`src/rtl/hqm_sberep_mst.sv`:
```
// Sideband repeater, master side: two independent 2-entry flop FIFOs (PC and NP) between IP and EP.
// NP flits carry a fence count so they never overtake PC flits queued before or alongside them.
module hqm_sberep_mst #(
    parameter int INTERNALPLDBIT = 31
) (
    input  logic                    agent_clk,
    input  logic                    agent_rst_b,

    input  logic                    sbi_sbe_mmsg_pcirdy_ip,
    input  logic                    sbi_sbe_mmsg_npirdy_ip,
    input  logic                    sbi_sbe_mmsg_pceom_ip,
    input  logic                    sbi_sbe_mmsg_npeom_ip,
    input  logic                    sbi_sbe_mmsg_pcparity_ip,
    input  logic                    sbi_sbe_mmsg_npparity_ip,
    input  logic [INTERNALPLDBIT:0] sbi_sbe_mmsg_pcpayload_ip,
    input  logic [INTERNALPLDBIT:0] sbi_sbe_mmsg_nppayload_ip,
    output logic                    sbe_sbi_mmsg_pctrdy_ip,
    output logic                    sbe_sbi_mmsg_nptrdy_ip,
    output logic                    sbe_sbi_mmsg_pcmsgip_ip,
    output logic                    sbe_sbi_mmsg_npmsgip_ip,

    output logic                    sbi_sbe_mmsg_pcirdy_ep,
    output logic                    sbi_sbe_mmsg_npirdy_ep,
    output logic                    sbi_sbe_mmsg_pceom_ep,
    output logic                    sbi_sbe_mmsg_npeom_ep,
    output logic                    sbi_sbe_mmsg_pcparity_ep,
    output logic                    sbi_sbe_mmsg_npparity_ep,
    output logic [INTERNALPLDBIT:0] sbi_sbe_mmsg_pcpayload_ep,
    output logic [INTERNALPLDBIT:0] sbi_sbe_mmsg_nppayload_ep,
    input  logic                    sbe_sbi_mmsg_pctrdy_ep,
    input  logic                    sbe_sbi_mmsg_nptrdy_ep,

    output logic [1:0]              empty_mst
);

    localparam int EW = INTERNALPLDBIT + 3;

    logic [1:0]              irdyIp, eomIp, parityIp, trdyIp;
    logic [1:0]              irdyEp, eomEp, parityEp, trdyEp;
    logic [INTERNALPLDBIT:0] payloadIp [2];
    logic [INTERNALPLDBIT:0] payloadEp [2];

    logic [EW-1:0] mem_q   [2][2];
    logic [1:0]    wrPtr_q [2];
    logic [1:0]    wrPtr_d [2];
    logic [1:0]    rdPtr_q [2];
    logic [1:0]    rdPtr_d [2];
    logic [1:0]    fence_q [2];
    logic [1:0]    fence_d [2];
    logic [1:0]    msgIp_q, msgIp_d;
    logic [1:0]    full, empty, push, pop;
    logic [1:0]    pcOccNext;

    assign irdyIp       = {sbi_sbe_mmsg_npirdy_ip,   sbi_sbe_mmsg_pcirdy_ip};
    assign eomIp        = {sbi_sbe_mmsg_npeom_ip,    sbi_sbe_mmsg_pceom_ip};
    assign parityIp     = {sbi_sbe_mmsg_npparity_ip, sbi_sbe_mmsg_pcparity_ip};
    assign payloadIp[0] = sbi_sbe_mmsg_pcpayload_ip;
    assign payloadIp[1] = sbi_sbe_mmsg_nppayload_ip;
    assign trdyEp       = {sbe_sbi_mmsg_nptrdy_ep,   sbe_sbi_mmsg_pctrdy_ep};

    for (genvar c = 0; c < 2; c++) begin : gClass
        assign empty[c]  = (wrPtr_q[c] == rdPtr_q[c]);
        assign full[c]   = (wrPtr_q[c][0] == rdPtr_q[c][0]) && (wrPtr_q[c][1] != rdPtr_q[c][1]);
        assign trdyIp[c] = ~full[c];
        assign push[c]   = irdyIp[c] & trdyIp[c];
        assign pop[c]    = irdyEp[c] & trdyEp[c];
        assign {eomEp[c], parityEp[c], payloadEp[c]} = mem_q[c][rdPtr_q[c][0]];
        assign wrPtr_d[c] = wrPtr_q[c] + {1'b0, push[c]};
        assign rdPtr_d[c] = rdPtr_q[c] + {1'b0, pop[c]};
        assign msgIp_d[c] = push[c] ? ~eomIp[c] : msgIp_q[c];
    end

    // NP head is held back while any PC flit that preceded it is still queued
    assign irdyEp[0] = ~empty[0];
    assign irdyEp[1] = ~empty[1] & (fence_q[rdPtr_q[1][0]] == 2'd0);

    assign pcOccNext = wrPtr_d[0] - rdPtr_d[0];

    always_comb begin
        for (int i = 0; i < 2; i++) begin
            fence_d[i] = fence_q[i];
            if (pop[0] && (fence_q[i] != 2'd0)) begin
                fence_d[i] = fence_q[i] - 2'd1;
            end
        end
        if (push[1]) begin
            fence_d[wrPtr_q[1][0]] = pcOccNext;
        end
    end

    always_ff @(posedge agent_clk or negedge agent_rst_b) begin
        if (!agent_rst_b) begin
            for (int c = 0; c < 2; c++) begin
                wrPtr_q[c] <= '0;
                rdPtr_q[c] <= '0;
                fence_q[c] <= '0;
                for (int e = 0; e < 2; e++) begin
                    mem_q[c][e] <= '0;
                end
            end
            msgIp_q <= '0;
        end else begin
            for (int c = 0; c < 2; c++) begin
                wrPtr_q[c] <= wrPtr_d[c];
                rdPtr_q[c] <= rdPtr_d[c];
                fence_q[c] <= fence_d[c];
                if (push[c]) begin
                    mem_q[c][wrPtr_q[c][0]] <= {eomIp[c], parityIp[c], payloadIp[c]};
                end
            end
            msgIp_q <= msgIp_d;
        end
    end

    assign sbe_sbi_mmsg_pctrdy_ip    = trdyIp[0];
    assign sbe_sbi_mmsg_nptrdy_ip    = trdyIp[1];
    assign sbe_sbi_mmsg_pcmsgip_ip   = msgIp_q[0];
    assign sbe_sbi_mmsg_npmsgip_ip   = msgIp_q[1];
    assign sbi_sbe_mmsg_pcirdy_ep    = irdyEp[0];
    assign sbi_sbe_mmsg_npirdy_ep    = irdyEp[1];
    assign sbi_sbe_mmsg_pceom_ep     = eomEp[0];
    assign sbi_sbe_mmsg_npeom_ep     = eomEp[1];
    assign sbi_sbe_mmsg_pcparity_ep  = parityEp[0];
    assign sbi_sbe_mmsg_npparity_ep  = parityEp[1];
    assign sbi_sbe_mmsg_pcpayload_ep = payloadEp[0];
    assign sbi_sbe_mmsg_nppayload_ep = payloadEp[1];
    assign empty_mst                 = empty;

endmodule

```
`config.mk`:
```
export PLATFORM = sky130hd
export DESIGN_NAME = hqm_sberep_mst
export DESIGN_NICKNAME = d
export VERILOG_FILES = /design/src/rtl/hqm_sberep_mst.sv
export SDC_FILE = /design/constraint.sdc
export NUM_CORES = 1
export LEC_CHECK = 0
export BUFFER_PORTS_ARGS = -buffer_cell sky130_fd_sc_hd__buf_4
export CORE_AREA = 2 2 133 135
export DETAILED_ROUTE_END_ITERATION = 12
export DIE_AREA = 0 0 135 137
export MAX_ROUTING_LAYER = met4
export PLACE_DENSITY = 0.66
export SETUP_SLACK_MARGIN = 0.05
export SLEW_MARGIN = 20
export SYNTH_ARGS = -nofsm -noshare
export SYNTH_HDL_FRONTEND = slang
export SYNTH_SLANG_ARGS = --single-unit
```
`constraint.sdc`:
```
create_clock -name agent_clk -period 2 [get_ports agent_clk]
set_input_delay 0.2 -clock agent_clk [delete_from_list [all_inputs] [get_ports agent_clk]]
set_output_delay 0.2 -clock agent_clk [all_outputs]
set_load 0.1 [all_outputs]
```
==> results.cfg <==
[outcome]
status = finished with violations
failed_checks = setup timing

[final_layout]
syn2layout_area_growth_pct = 51.1
layout.nets = 716
post_route_cells_drive_above_1_share_pct = 64.8
final_cells = 870
antenna_cells = 0

[drt]
drc = 0
drt_iter0_markers = 132
vias = 4281
viasPerCell = 4.92
wl_per_cell_um = 18.9
drt.antenna.violating_nets = 0
drt_wl_total_um = 16400
dr.pass1.iters = 4

[sta]
max_freq_mhz = 473
skew_ns = 0.00830
worst_pin_slew_ns = 0.417
period_share_pct = 106
setup_ws_ns = -0.116
rsz0062_at_grt = yes
finalMaxSlewViolations = 0
finalHoldViolations = 0
timing.slew.headroom_pct = 72.2
setup-violations-final = 34
finalCriticalPeriod_ns = 2.12

[floorplan]
dieArea_sq_um = 18500
initial_utilization_pct = 39.0
dieWidth_um = 135
io_pins = 150
rows = 48
fp.dieH_um = 137
coreArea_sq_um = 17100

[run]
maxCapViolations = 0

[grt]
track_usage_pct = 17.3
grt_pass1_vias = 4678
gr-total-overflow = 0
antenna_found_initial = 0
grt_pass1_wl_um = 24200
grt_max_degree = 73

[worst_hold_path]
holdCritPathClass = in2reg

[setup_path]
worstPathRequired_ns = 2.29
slowest_delay_ns = 0.44
path_buf_inv = 0
slowest_stage = dfrtp_2
crit_path_end_kind = flop
crit_chain = xnor2_4 > nand2b_4 > and2_4 > ha_4 > ha_4 > xor2_2 > xnor2_1 > xnor2_1 > mux2i_1
criticalPathCategory = reg2reg
cp.arrival_ns = 2.41
crit_family = XOR/XNOR gates
worst_setup_path_start_kind = flop
crit_fanout = 3

[clock_network]
cts_tree = yes
clkSinkCount = 150
root_buffer = clkbuf_16
htree_levels = 4
numCtsBuffers = 17
clkSlewWorstSetupHoldPaths_ns = 0.06
cts_buffer_depth = 2
insertion_delay_ns = 0.42

[synthesis]
syn-num-nets = 521
synthesis.area_sq_um = 6660
synth-seq-area-share_pct = 56.4
yosys_warnings = 0
ys_ff_latch = 150
synth_cell_types = 23
syn_inst = 438
syn_area_per_cell_sq_um = 15.2

[placement]
gp_congestion = 0.751
placedCellCount = 810
io_buffers = 149
dp_hpwl_um = 9700
==> final cells by class <==
cell class	count	area, sq um
clock buffer	23	488
fill	1324	7000
sequential	150	3760
multi-input combinational	253	3190
timing repair buffer	200	2150
clock inverter	8	145
tap	225	282
inverter	11	41.3
==> sequential cells by signal, indices dropped and copies added (netlist names) <==
name	count
fence_q	4
mem_q	136
msgIp_q	2
rdPtr_q	4
wrPtr_q	4
==> layout by cell type, fill, tap and decap left out, drive strengths merged, types with 3 or more instances in the layout <==
cell / n
clkbuf: 29
a21oi: 3
and2: 4
xnor2: 6
dfrtp: 150
mux2: 206
dlygate4sd3: 11
xor2: 7
mux2i: 6
inv: 11
nand2b: 5
ha: 9
bufinv: 4
buf: 183
==> worst register-to-register path, cell delays in order, from the launching register on <==
cell and delay (ns):
dfrtp_2 0.44, xnor2_4 0.26, nand2b_4 0.18, and2_4 0.15, ha_4 0.20, ha_4 0.16
xor2_2 0.14, xnor2_1 0.19, xnor2_1 0.16, mux2i_1 0.10
==> path summary, 6_finish.rpt <==
path                       slack (ns)          to                          start  cells past startpoint
setup / recovery                -0.12  fence_q[1]                     wrPtr_q[3]                      9
hold / removal                   0.02  mem_q[125]  sbi_sbe_mmsg_pcpayload_ip[23]                      2
setup reg to reg                -0.12  fence_q[1]                     wrPtr_q[3]                      9
hold reg to reg                  0.48   mem_q[62]                      mem_q[62]                      1
max in group asynchronous        0.99   mem_q[12]                    agent_rst_b                      3
min in group asynchronous        0.27  rdPtr_q[0]                    agent_rst_b                      2
==> cell usage after synthesis (all sizes together) <==
cell,instances,area (sq um)
mux2,206,2320
xor2,7,61.3
buf,21,108
nor3,1,5.00
nand3,1,5.00
nand2,2,7.51
mux2i,6,60.1
a31oi,1,6.26
nor2,2,7.51
ha,9,113
a21oi,3,22.5
and2,4,27.5
nand2b,5,31.3
clkbuf,3,11.3
xnor2,6,78.8
inv,11,41.3
dfrtp,150,3750
==> layer usage <==
layer | global-route usage, % | share of wire [%] | vias up
met5 | - | 0 | -
met3 | 5.26 | 6.5 | 16
met2 | 27.5 | 49 | 128
li1 | - | - | 1930
met1 | 21.1 | 44 | 2207
met4 | 6.08 | 1.1 | 0
==> stage by stage <==
stage	setup TNS [ns]	setup WS (ns)	instance area (sq um)	hold WS, ns	utilization [%]
2_1_floorplan	-22.49	-0.377	7010	-0.0956	-
3_3_place_gp	-0.435	-0.140	8470	0.137	49.6
3_5_place_dp	-2.01	-0.212	8470	0.146	49.6
4_1_cts	-1.36	-0.114	9480	0.0000377	55.6
5_1_grt	-3.21	-0.196	10100	0.00354	59.0
6_report	-1.15	-0.116	10100	0.0162	59.0
==> kinds of logic after synthesis <==
family / share of synthesized area [%]
xor gates and xnor gates: 2.10
AOI/OAI and AO/OA: 0.432
adders and majority gates: 1.69
muxes: 35.7
DFF: 56.4
and+or+nand+nor: 1.26
buffers and inverters: 2.41
==> timing repair <==
action                                  CTS  global route
buffers inserted                          4             3
endpoints found under the setup margin   71           126
pin swaps                                 3             7
cloned                                    2            10
endpoints found under the hold margin    49             0
hold buffers                             11             0
resized for setup                        41           100
Power is left out: the tool's default activity adds up to more than one toggle a clock period on the data nets, which glitch-free logic cannot reach.
